File: config.mk
export PLATFORM = sky130hd
export DESIGN_NAME = alu_arbiter
export DESIGN_NICKNAME = d
export VERILOG_FILES = /design/src/rtl/alu_arb_pkg.sv /design/src/rtl/alu.sv /design/src/rtl/alu_arbiter.sv
export SDC_FILE = /design/constraint.sdc
export NUM_CORES = 1
export LEC_CHECK = 0
export ABC_AREA = 1
export CORE_MARGIN = 2
export CORE_UTILIZATION = 35
export CTS_BUF_LIST = sky130_fd_sc_hd__clkbuf_4 sky130_fd_sc_hd__clkbuf_8
export CTS_CLUSTER_SIZE = 30
export DETAILED_ROUTE_END_ITERATION = 8
export GPL_ROUTABILITY_DRIVEN = 0
export PLACE_DENSITY_LB_ADDON = 0.3
export SLEW_MARGIN = 20
export SYNTH_ARGS = -nofsm -noshare
export SYNTH_HDL_FRONTEND = slang
export SYNTH_SLANG_ARGS = --single-unit
File: constraint.sdc
create_clock -name clk -period 4.2 [get_ports clk]
set_input_delay 0.42 -clock clk [delete_from_list [all_inputs] [get_ports clk]]
set_output_delay 0.42 -clock clk [all_outputs]
set_load 0.005 [all_outputs]
File: src/rtl/alu_arb_pkg.sv
// Shared definitions for the ALU arbiter slice: FSM state encoding and ALU op codes.
package alu_arb_pkg;

    // Arbiter sequencer states
    typedef enum logic [1:0] {
        ST_IDLE = 2'd0,
        ST_EXEC = 2'd1,
        ST_RESP = 2'd2
    } state_t;

    // ALU select encodings (the s input of alu)
    localparam logic [2:0] OP_ADD = 3'b000;
    localparam logic [2:0] OP_SUB = 3'b001;
    localparam logic [2:0] OP_NOT = 3'b010;
    localparam logic [2:0] OP_AND = 3'b011;
    localparam logic [2:0] OP_OR  = 3'b100;
    localparam logic [2:0] OP_XOR = 3'b101;
    localparam logic [2:0] OP_SLT = 3'b110;
    localparam logic [2:0] OP_EQ  = 3'b111;

    // Operand width of the shared alu
    localparam int ALU_W = 4;

endpackage

File: src/rtl/alu.sv
// 4-bit combinational ALU.
// f1 = zero, f2 = signed overflow, f3 = carry out; flags are only produced by
// add and subtract, every other op returns all flags clear.
module alu
    import alu_arb_pkg::*;
(
    input  logic [3:0] x,
    input  logic [3:0] y,
    input  logic [2:0] s,
    output logic [3:0] z,
    output logic       f1,
    output logic       f2,
    output logic       f3
);

    logic [4:0] sum_add;
    logic [4:0] sum_sub;

    // Subtraction is x + ~y + 1, so f3 is a "no borrow" carry.
    assign sum_add = {1'b0, x} + {1'b0, y};
    assign sum_sub = {1'b0, x} + {1'b0, ~y} + 5'd1;

    // Result and flag selection by op
    always_comb begin
        z  = 4'd0;
        f1 = 1'b0;
        f2 = 1'b0;
        f3 = 1'b0;
        case (s)
            OP_ADD: begin
                z  = sum_add[3:0];
                f3 = sum_add[4];
                f2 = (x[3] == y[3]) && (sum_add[3] != x[3]);
                f1 = (sum_add[3:0] == 4'd0);
            end
            OP_SUB: begin
                z  = sum_sub[3:0];
                f3 = sum_sub[4];
                f2 = (x[3] != y[3]) && (sum_sub[3] != x[3]);
                f1 = (sum_sub[3:0] == 4'd0);
            end
            OP_NOT:  z = ~x;
            OP_AND:  z = x & y;
            OP_OR:   z = x | y;
            OP_XOR:  z = x ^ y;
            OP_SLT:  z = {3'b000, ($signed(x) < $signed(y))};
            OP_EQ:   z = {3'b000, (x == y)};
            default: z = 4'd0;
        endcase
    end

endmodule

File: src/rtl/alu_arbiter.sv
// Round-robin arbiter/sequencer sharing one alu between two requesters.
// Each op takes IDLE -> EXEC -> RESP; the response is held until rsp_ready.
// Optional per-requester saturating grant counters: define ALU_ARB_STATS_EN.
module alu_arbiter
    import alu_arb_pkg::*;
#(
    parameter int DATA_W = 4,
    parameter int STAT_W = 8
) (
    input  logic              clk,
    input  logic              rst_n,
    input  logic              req0_valid,
    output logic              req0_ready,
    input  logic [2:0]        req0_op,
    input  logic [DATA_W-1:0] req0_x,
    input  logic [DATA_W-1:0] req0_y,
    input  logic              req1_valid,
    output logic              req1_ready,
    input  logic [2:0]        req1_op,
    input  logic [DATA_W-1:0] req1_x,
    input  logic [DATA_W-1:0] req1_y,
    output logic              rsp_valid,
    input  logic              rsp_ready,
    output logic              rsp_id,
    output logic [DATA_W-1:0] rsp_z,
    output logic              rsp_zero,
    output logic              rsp_ovf,
    output logic              rsp_carry,
    output logic              busy,
    output logic [STAT_W-1:0] stat0_cnt,
    output logic [STAT_W-1:0] stat1_cnt
);

    // The datapath is hard-wired to the 4-bit alu.
    generate
        if (DATA_W != ALU_W) begin : g_bad_data_w
            $error("alu_arbiter: DATA_W must be 4 to match alu");
        end
    endgenerate

    state_t            state_reg, state_next;
    logic              last_reg;
    logic              grant_any;
    logic              grant_id;
    logic              accept;

    logic [2:0]        op_reg;
    logic [DATA_W-1:0] x_reg;
    logic [DATA_W-1:0] y_reg;
    logic              id_reg;

    logic              rsp_valid_reg;
    logic              rsp_id_reg;
    logic [DATA_W-1:0] rsp_z_reg;
    logic              rsp_zero_reg;
    logic              rsp_ovf_reg;
    logic              rsp_carry_reg;

    logic [3:0]        alu_z;
    logic              alu_f1;
    logic              alu_f2;
    logic              alu_f3;

    // Combinational grant: single requester wins outright, a tie goes to
    // whoever was not served last.
    always_comb begin
        grant_any = req0_valid | req1_valid;
        grant_id  = 1'b0;
        if (req0_valid && req1_valid) begin
            grant_id = ~last_reg;
        end else if (req1_valid) begin
            grant_id = 1'b1;
        end
    end

    assign accept     = (state_reg == ST_IDLE) && grant_any;
    assign req0_ready = accept && !grant_id;
    assign req1_ready = accept && grant_id;

    // State register
    always_ff @(posedge clk) begin
        if (!rst_n) begin
            state_reg <= ST_IDLE;
        end else begin
            state_reg <= state_next;
        end
    end

    // Next-state logic
    always_comb begin
        state_next = state_reg;
        case (state_reg)
            ST_IDLE: if (accept)    state_next = ST_EXEC;
            ST_EXEC:                state_next = ST_RESP;
            ST_RESP: if (rsp_ready) state_next = ST_IDLE;
            default:                state_next = ST_IDLE;
        endcase
    end

    // Operand capture on accept; later request-port changes cannot reach the alu.
    always_ff @(posedge clk) begin
        if (!rst_n) begin
            last_reg <= 1'b1;
            op_reg   <= 3'd0;
            x_reg    <= '0;
            y_reg    <= '0;
            id_reg   <= 1'b0;
        end else if (accept) begin
            last_reg <= grant_id;
            id_reg   <= grant_id;
            op_reg   <= grant_id ? req1_op : req0_op;
            x_reg    <= grant_id ? req1_x  : req0_x;
            y_reg    <= grant_id ? req1_y  : req0_y;
        end
    end

    alu u_alu (
        .x  (x_reg),
        .y  (y_reg),
        .s  (op_reg),
        .z  (alu_z),
        .f1 (alu_f1),
        .f2 (alu_f2),
        .f3 (alu_f3)
    );

    // Response registers: loaded at the end of EXEC, valid dropped on consume;
    // data and flags keep their last values after the handshake.
    always_ff @(posedge clk) begin
        if (!rst_n) begin
            rsp_valid_reg <= 1'b0;
            rsp_id_reg    <= 1'b0;
            rsp_z_reg     <= '0;
            rsp_zero_reg  <= 1'b0;
            rsp_ovf_reg   <= 1'b0;
            rsp_carry_reg <= 1'b0;
        end else if (state_reg == ST_EXEC) begin
            rsp_valid_reg <= 1'b1;
            rsp_id_reg    <= id_reg;
            rsp_z_reg     <= alu_z;
            rsp_zero_reg  <= alu_f1;
            rsp_ovf_reg   <= alu_f2;
            rsp_carry_reg <= alu_f3;
        end else if (state_reg == ST_RESP && rsp_ready) begin
            rsp_valid_reg <= 1'b0;
        end
    end

    assign rsp_valid = rsp_valid_reg;
    assign rsp_id    = rsp_id_reg;
    assign rsp_z     = rsp_z_reg;
    assign rsp_zero  = rsp_zero_reg;
    assign rsp_ovf   = rsp_ovf_reg;
    assign rsp_carry = rsp_carry_reg;
    assign busy      = (state_reg != ST_IDLE);

`ifdef ALU_ARB_STATS_EN
    genvar gi;
    generate
        for (gi = 0; gi < 2; gi++) begin : g_stat
            logic [STAT_W-1:0] cnt_reg;

            // Saturating count of grants to requester gi
            always_ff @(posedge clk) begin
                if (!rst_n) begin
                    cnt_reg <= '0;
                end else if (accept && (grant_id == 1'(gi)) && (cnt_reg != '1)) begin
                    cnt_reg <= cnt_reg + 1'b1;
                end
            end
        end
    endgenerate

    assign stat0_cnt = g_stat[0].cnt_reg;
    assign stat1_cnt = g_stat[1].cnt_reg;
`else
    assign stat0_cnt = '0;
    assign stat1_cnt = '0;
`endif

endmodule

==> Word-level counts from Yosys, hierarchy flattened <==
Index checks and enable logic that the tools add are counted.
{ "word_totals": {"reg_bits": 24, "latchBits": 0, "ramBits": 0, "rom_bits": 0, "input_bits": 27, "output_inout_bits": 28, "wordCells": 68, "memories": 0} }
{ "classes": {"addsub": 3, "mul": 0, "n_div": 0, "order_cmp": 1, "n_eq_ne": 16, "shifts": 0, "mux": 14, "n_bitwise": 7, "n_reduce_logical": 15} }
{ "op_table": {"columns": ["operator", "count"], "rows": [
  ["$pmux 4 s8", 1],
  ["$eq 3x3->1 const B", 4],
  ["$add 4x4->5", 2],
  ["$logic_not 4->1", 2],
  ["$mux 4", 2],
  ["$not 4->4", 2],
  ["$logic_and 1x1->1", 7],
  ["$eq 3x2->1 const B", 2],
  ["$pmux 1 s2", 3],
  ["$pmux 2 s3", 1],
  ["$add 5x1->5 const B", 1],
  ["$and 4x4->4", 1],
  ["$eq 4x4->1", 1],
  ["$lt 4x4->1", 1],
  ["$mux 1", 4],
  ["$mux 2", 2],
  ["$ne 2x2->1 const B", 2],
  ["$or 4x4->4", 1],
  ["$reduce_bool 2->1", 2],
  ["$xor 4x4->4", 1],
  ["$eq 3x1->1 const B", 1],
  ["$logic_not 3->1", 1],
  ["$mux 3", 1],
  ["$ne 1x1->1", 3],
  ["other kinds (8)", 8]
]} }

==> Depth between registers and ports, before layout <==
Gate-level depths: netlist of run 1.
{ "logic_depth": {"depth_word": 6, "ltp_mapped": 12, "mapped_depth_nobuf": 12} }

==> By module <==
A second synthesis of run 1 with hierarchy kept.
{ "unflattened": {"cells_unflattened": 311, "area_unflattened_um2": 1981.9} }
{ "by_module_without_submodules": {"columns": ["module", "instances", "cells_per_inst", "area_per_inst_um2", "seq_area_each_um2"], "rows": [
  ["alu_arbiter", 1, 186, 1281.2, 480.5],
  ["alu", 1, 125, 700.7, 0.0]
]} }

==> Worst setup path before layout of run 1 <==
Ideal clock, no wire load.
{ "synth_path": {"path_kind": "reg2reg", "from": "register x_reg[0]", "to": "register rsp_zero_reg (netlist: rsp_zero)", "setup_ps": 68, "arrival_time_ps": 1532, "required_time_ps": 4132, "setup_slack_ps": 2600, "path_stages_with_launch": 13, "n_path_buf": 0, "synth_period_minus_slack_ps": 1600, "path_cell_list": "dfxtp_1 -> inv_1 -> ha_1 -> fa_1 -> inv_1 -> nand2_1 -> nand2_1 -> inv_1 -> nor2_1 -> nand3_1 -> nand2_1 -> nand2_1 -> a21oi_2"} }
{ "synth_via": {"elab_chain_len": 4, "word_cells_on_any_way": 6, "cone_classes": "add/sub (3); mux (1); reduce/logical (2)"} }
{ "synth_rtl": {"columns": ["item", "line", "source"], "rows": [
  ["from (decl)", "alu_arbiter.sv:48", "logic [DATA_W-1:0] x_reg;"],
  ["from (signal assigned)", "alu_arbiter.sv:112", "x_reg <= grant_id ? req1_x : req0_x;"],
  ["$add 4x4->5", "alu.sv:21", "assign sum_sub = {1'b0, x} + {1'b0, ~y} + 5'd1;"],
  ["$add 5x1->5", "alu.sv:21", null],
  ["$logic_not 4->1", "alu.sv:40", "f1 = (sum_sub[3:0] == 4'd0);"],
  ["$pmux 1 s2 (*)", "alu.sv:29", "case (s)"],
  ["to (signal assigned)", "alu_arbiter.sv:141", "rsp_zero_reg <= alu_f1;"],
  ["to (decl)", "alu_arbiter.sv:55", "logic rsp_zero_reg;"]
]} }
Mark *: on every way between the ends. The rest lies on a longest branch, timed or not.
A chain may end at the register's enable or synchronous reset.

==> Worst setup path after layout of run 1 <==
{ "layout_path": {"from": "input req1_valid", "to": "output req0_ready"} }
{ "layout_via": {"elab_chain_len": 4, "word_cells_on_any_way": 7, "cone_classes": "mux (2); bitwise (1); reduce/logical (4)"} }
{ "layout_rtl": {"columns": ["item", "line", "source"], "rows": [
  ["from (decl)", "alu_arbiter.sv:17", "input logic req1_valid,"],
  ["$mux 1 or $logic_and 1x1->1 (tied branches)", "alu_arbiter.sv:71, alu_arbiter.sv:69", null],
  ["$mux 1", "alu_arbiter.sv:69", "if (req0_valid && req1_valid) begin"],
  ["$logic_not 1->1", "alu_arbiter.sv:77", "assign req0_ready = accept && !grant_id;"],
  ["$logic_and 1x1->1 (*)", "alu_arbiter.sv:77", null],
  ["to (decl)", "alu_arbiter.sv:13", "output logic req0_ready,"]
]} }
Marked as above.

==> results.txt, run 1 <==
H-tree levels: 1
drt pass-1 iters: 5
period utilization: 0.618
M3 GR Usage: 0.0296
CTS tree: yes
vias: 1,766
Worst Setup End Kind: output pin
CP max stage delay: 590 ps
Yosys reg bits: 24
syn_area_per_cell: 6.59 µm²
hold path depth: 2
postcts setup bufs: 0
Worst-Skew Late Latency: 280 ps
Final setup violation count: 0
Ports: 55
Post-synth ARST share: 0
largest cells by area after synthesis: dfxtp_1, nand2_1, ha_1
met1 Track Usage GR: 0.191
cell area after synthesis: 0.00182 mm²
hold-fix buffers at CTS: 0
Reg2Reg Setup Slack: 2340 ps
Reg-to-Reg Start: x_reg[2]
Post-Synthesis Cells: 276
Nets: 352
Crit path required time: 3780 ps
commonest cells in the netlist: nand2_1, inv_1, dfxtp_1
placed inst area: 0.00218 mm²
overall routed net length: 4.28 mm
Max VDD drop: 0.181 mV
Initial Utilization: 0.358
routed vias/inst: 4.66
crit-path cells: clkdlybuf4s50_1, o21ai_2, a21oi_2, clkdlybuf4s50_1
clk sink count: 24
Rows: 26
top-area cell type share of the netlist area: 0.264
Hold EP: rsp_z[1]
P_leak: 0.997 nW
CP dominant cell by count: clkdlybuf4s50_1
r2r endpoint: rsp_ovf
pwr dens: 333 mW/mm²
clk buf depth: 2
CP max FO: 15
initial antenna violation count: 0
Top Usage Layer GRT: met2
Hold Crit Class: register to register
Final Hold Fails: 0
Overflow after GRT: 0
f_max: 0.385 GHz
Max Cap Viol: 0
Area growth syn-to-layout: 23.5%
CP Launch Type: input port
pin count of the biggest net entering global routing: 21
Resized cells post-CTS: 0
Slew headroom: 0.498
Worst Skew: 12.4 ps
R2R cell count: 10
die width: 76.1 µm
met2 usage: 0.256
remaining antenna violation count: 0
CP max stage cell: clkdlybuf4s50_1
FILL cells: 539
core area: 0.00507 mm²
vias in the first global route: 1,729
Min-Delay Startpoint: rsp_z[1]
Diodes inserted: 0
crit path kind: input port to output pin
post-synthesis sequential area ratio: 0.264
RSZ-0062 raised after global routing: false
Synth area leader: dfxtp_1
Clock Pin Slew Worst Setup and Hold Paths: 90 ps
Total GRT Usage: 0.155
Yosys cell types: 28
ratio of cells with drive above 1 in the final layout: 0.0809
fin. max-slew vios: 0
Post-synth EDFFs: 0
Synth warnings: 0
most common cell in the synthesized netlist: nand2_1
CP arrival: 2170 ps
HPWL Detailed: 3.43 mm
DR iter-0 viols: 80
Residual DRC: 0
TNS Setup: 0 ps
root buffer cell: clkbuf_8
post-route cell area: 0.00225 mm²
# port buffers: 38
Worst-Margin Slew: 750 ps
Synth Flop Type: dfxtp_1
status: finished clean
cts bufs inserted: 3
first-pass GRT wire length: 7.49 mm
clock period minus worst slack: 2590 ps
worst hold slack: 470 ps
Die Area: 0.00579 mm²
routed length per instance: 11.3 µm
Die Ht: 76.1 µm
[report_power, final]
group          leakage, nW  switching (mW)  internal [mW]
sequential           0.198          0.0254          0.251
combinational        0.764           0.154          0.114
clock               0.0357          0.0766          0.128
total                0.997           0.256          0.493
[layout make-up]
type / count / area, µm² / area share
Timing Repair Buffer: 38 / 380 / 0.169
Clock inverter: 1 / 30.0 / 0.0134
Tap cell: 70 / 87.6 / 0.0390
Clock buffer: 3 / 41.3 / 0.0184
Inverter: 37 / 139 / 0.0618
Sequential cell: 24 / 480 / 0.214
Multi-Input combinational cell: 206 / 1090 / 0.484
[per-stage QoR]
step	power [mW]	setup WS, ps	utilization	std cells
5_1_grt	0.805	1460	0.443	379
2_1_floorplan	0.470	2600	-	291
3_5_place_dp	0.548	1590	0.429	375
4_1_cts	0.753	1580	0.443	379
6_report	0.749	1610	0.443	379
3_3_place_gp	0.545	1620	0.429	375
[critical path: cells and delay by family]
family,cells,cell delay [ps]
buf+inv,2,1120
compound gates,2,630
[cells by family (layout without fill, tap and decap cells)]
kind of cell               count (synthesis)  count (layout)  synth area share
DFF                                       24              24             0.264
xor gates and xnor gates                   1               1           0.00482
AOI/OAI and AO/OA                         34              34             0.117
other                                      1              16           0.00206
and+or+nand+nor                          140             140             0.332
buffers and inverters                     61              79             0.169
adders and majority gates                 15              15             0.111
[how the worst max path moves through the flow]
stage | startpoint | to | slack, ps | depth (start not counted)
6_report | req1_valid | req0_ready | 1610 | 4
5_1_grt | req1_valid | req0_ready | 1460 | 4
3_3_place_gp | req1_valid | req0_ready | 1620 | 4
2_1_floorplan | x_reg[0] | rsp_zero | 2600 | 12
3_5_place_dp | req1_valid | req0_ready | 1590 | 4
4_1_cts | req1_valid | req0_ready | 1580 | 4
[cells in the final DEF (no fill, tap or decap), types with 2 or more instances in the layout]
master	synthesis	final
clkbuf_8	0	3
a21oi_2	4	4
nor2_4	2	2
a31oi_1	12	12
inv_1	32	32
fa_1	2	2
ha_1	13	13
inv_2	5	5
nand3_1	21	21
nand2_2	4	4
o211ai_1	2	2
nand2_1	83	83
o21ai_0	6	6
conb_1	1	16
dfxtp_1	24	24
nor2_1	19	19
nor2_2	5	5
nand4_1	3	3
clkdlybuf4s50_1	0	38
a21oi_1	7	7
[layer usage]
layer / vias up / share of wire
li1: 904 / -
met1: 769 / 0.46
met2: 79 / 0.44
met3: 14 / 0.061
met4: 0 / 0.032
met5: - / 0
Note: power is estimated with default switching activity, not from simulation.
==> run 2: changes to the inputs <==
==> constraint.sdc (replaced) <==
create_clock -name clk -period 2.1 [get_ports clk]
set_input_delay 0.21 -clock clk [delete_from_list [all_inputs] [get_ports clk]]
set_output_delay 0.21 -clock clk [all_outputs]
set_load 0.005 [all_outputs]
==> results.txt, run 2 (synthesis gave the netlist of run 1 again) <==
Reg2Reg Setup Slack: 280 ps (was 2340 ps)
Clock Pin Slew Worst Setup and Hold Paths: 90 ps (about the same)
routed length per instance: 11.7 µm (was 11.3 µm)
Nets: 360 (was 352)
TNS Setup: 0 ps (unchanged)
Rows: 26 (unchanged)
Hold EP: rsp_valid (was rsp_z[1])
CP arrival: 2040 ps (was 2170 ps)
Initial Utilization: 0.358 (unchanged)
postcts setup bufs: 0 (unchanged)
CP max FO: 4 (was 15)
Die Area: 0.00579 mm² (unchanged)
remaining antenna violation count: 0 (unchanged)
Max Cap Viol: 0 (unchanged)
hold path depth: 2 (unchanged)
cts bufs inserted: 3 (unchanged)
Final setup violation count: 0 (unchanged)
Total GRT Usage: 0.160 (was 0.155)
period utilization: 0.867
first-pass GRT wire length: 7.68 mm (was 7.49 mm)
hold-fix buffers at CTS: 0 (unchanged)
initial antenna violation count: 0 (unchanged)
CTS tree: yes (unchanged)
DR iter-0 viols: 73 (was 80)
Final Hold Fails: 0 (unchanged)
Core Util, Final: 0.455 (was 0.443)
CP max stage cell: dfxtp_1 (was clkdlybuf4s50_1)
R2R cell count: 12 (was 10)
H-tree levels: 1 (unchanged)
Max VDD drop: 0.306 mV (was 0.181 mV)
Ports: 55 (unchanged)
ratio of cells with drive above 1 in the final layout: 0.104 (was 0.0809)
RSZ-0062 raised after global routing: false (unchanged)
HPWL Detailed: 3.59 mm (was 3.43 mm)
Residual DRC: 0 (unchanged)
Area growth syn-to-layout: 26.8% (was 23.5%)
# port buffers: 38 (unchanged)
CP Launch Type: register (was input port)
P_leak: 1.04 nW (was 0.997 nW)
crit-path cells: inv_1, ha_1, fa_1, inv_1, nand2_1, nand2_1, inv_1, nor2_1, nand3_1, nand2_1, nand2_1, a21oi_2 (was clkdlybuf4s50_1, o21ai_2, a21oi_2, clkdlybuf4s50_1)
CP dominant cell by count: nand2_1 (was clkdlybuf4s50_1)
pwr dens: 668 mW/mm² (was 333 mW/mm²)
clk sink count: 24 (unchanged)
clock period minus worst slack: 1820 ps
Worst Setup End Kind: register (was output pin)
f_max: 0.549 GHz
overall routed net length: 4.52 mm (was 4.28 mm)
Die Ht: 76.1 µm (unchanged)
r2r endpoint: rsp_zero (was rsp_ovf)
core area: 0.00507 mm² (unchanged)
die width: 76.1 µm (unchanged)
Overflow after GRT: 0 (unchanged)
Reg-to-Reg Start: x_reg[0] (was x_reg[2])
CP max stage delay: 400 ps (was 590 ps)
Buf/Inv on CP: 3 (was 2)
clk buf depth: 2 (unchanged)
Diodes inserted: 0 (unchanged)
vias: 1,775 (was 1,766)
drt pass-1 iters: 4 (was 5)
Hold Crit Class: register to register (unchanged)
Crit path required time: 2320 ps (was 3780 ps)
commonest non-fill, non-tap cell in the layout: nand2_1 (unchanged)
root buffer cell: clkbuf_8 (unchanged)
status: finished clean (unchanged)
crit path kind: register to register (was input port to output pin)
commonest cells after routing, fill and taps aside: nand2_1, clkdlybuf4s50_1, inv_1 (unchanged)
fin. max-slew vios: 0 (unchanged)
Resized cells post-CTS: 0 (unchanged)
pin count of the biggest net entering global routing: 16 (was 21)
vias in the first global route: 1,762 (was 1,729)
Min-Delay Startpoint: rsp_valid (was rsp_z[1])
kind of cell adding the most delay to the critical path: adder cells (was buffers and inverters)
routed vias/inst: 4.59 (was 4.66)
Worst Skew: 5.91 ps (was 12.4 ps)
Worst-Skew Late Latency: 280 ps (about the same)
run 2: changes by cell type in the layout (fill, tap and decap cells not counted):
cell and change:
buf_4 +8
run 2: metrics by stage:
step	cell area [µm²]	hold slack [ps]	power (mW)	std cells	worst slack, ps
floorplan	1880	295	0.939	291	500
detailed placement	2240	459	1.12	383	315
global placement	2240	448	1.12	383	300
finish	2310	469	1.54	387	280
global route	2310	492	1.64	387	99.7
CTS	2310	473	1.55	387	287
run 2: worst max path at each step:
stage                   from       end  slack [ps]  cells past startpoint
floorplan           x_reg[0]  rsp_zero         500                     12
global placement    x_reg[0]  rsp_zero         300                      9
detailed placement  x_reg[0]  rsp_zero         320                      9
CTS                 x_reg[0]  rsp_zero         290                     12
global route        x_reg[0]  rsp_zero         100                      9
finish              x_reg[0]  rsp_zero         280                     12
run 2: where the power goes:
group | switching [mW] | total, mW | internal [mW]
Sequential | 0.0437 | 0.546 | 0.502
Clock | 0.165 | 0.421 | 0.256
Combinational | 0.326 | 0.574 | 0.248
Total | 0.534 | 1.54 | 1.01
run 2: final cells by class:
| class | count | area (µm²) |
|---|---|---|
| Multi-Input combinational cell | 206 | 1090 |
| Clock buffer | 3 | 41.3 |
| Timing Repair Buffer | 46 | 440 |
| Sequential cell | 24 | 480 |
| Fill cell | 560 | 2770 |
| Tap cell | 70 | 87.6 |
| Clock inverter | 1 | 30.0 |
| Inverter | 37 | 139 |
run 2: routing by layer:
layer  up-vias  GRT usage  share of wire
li1        919          -              -
met1       766      0.188           0.44
met2        75      0.282           0.47
met3        15     0.0355          0.067
met4         0     0.0673          0.026
met5         -          0              0
run 2: worst reg2reg max path, delay by kind of cell (launching register included):
| family | cells | cell delay (ps) |
|---|---|---|
| adders and majority gates | 2 | 610 |
| and+or+nand+nor | 6 | 460 |
| DFF | 1 | 400 |
| buffers and inverters | 3 | 210 |
| AOI/OAI and AO/OA | 1 | 100 |
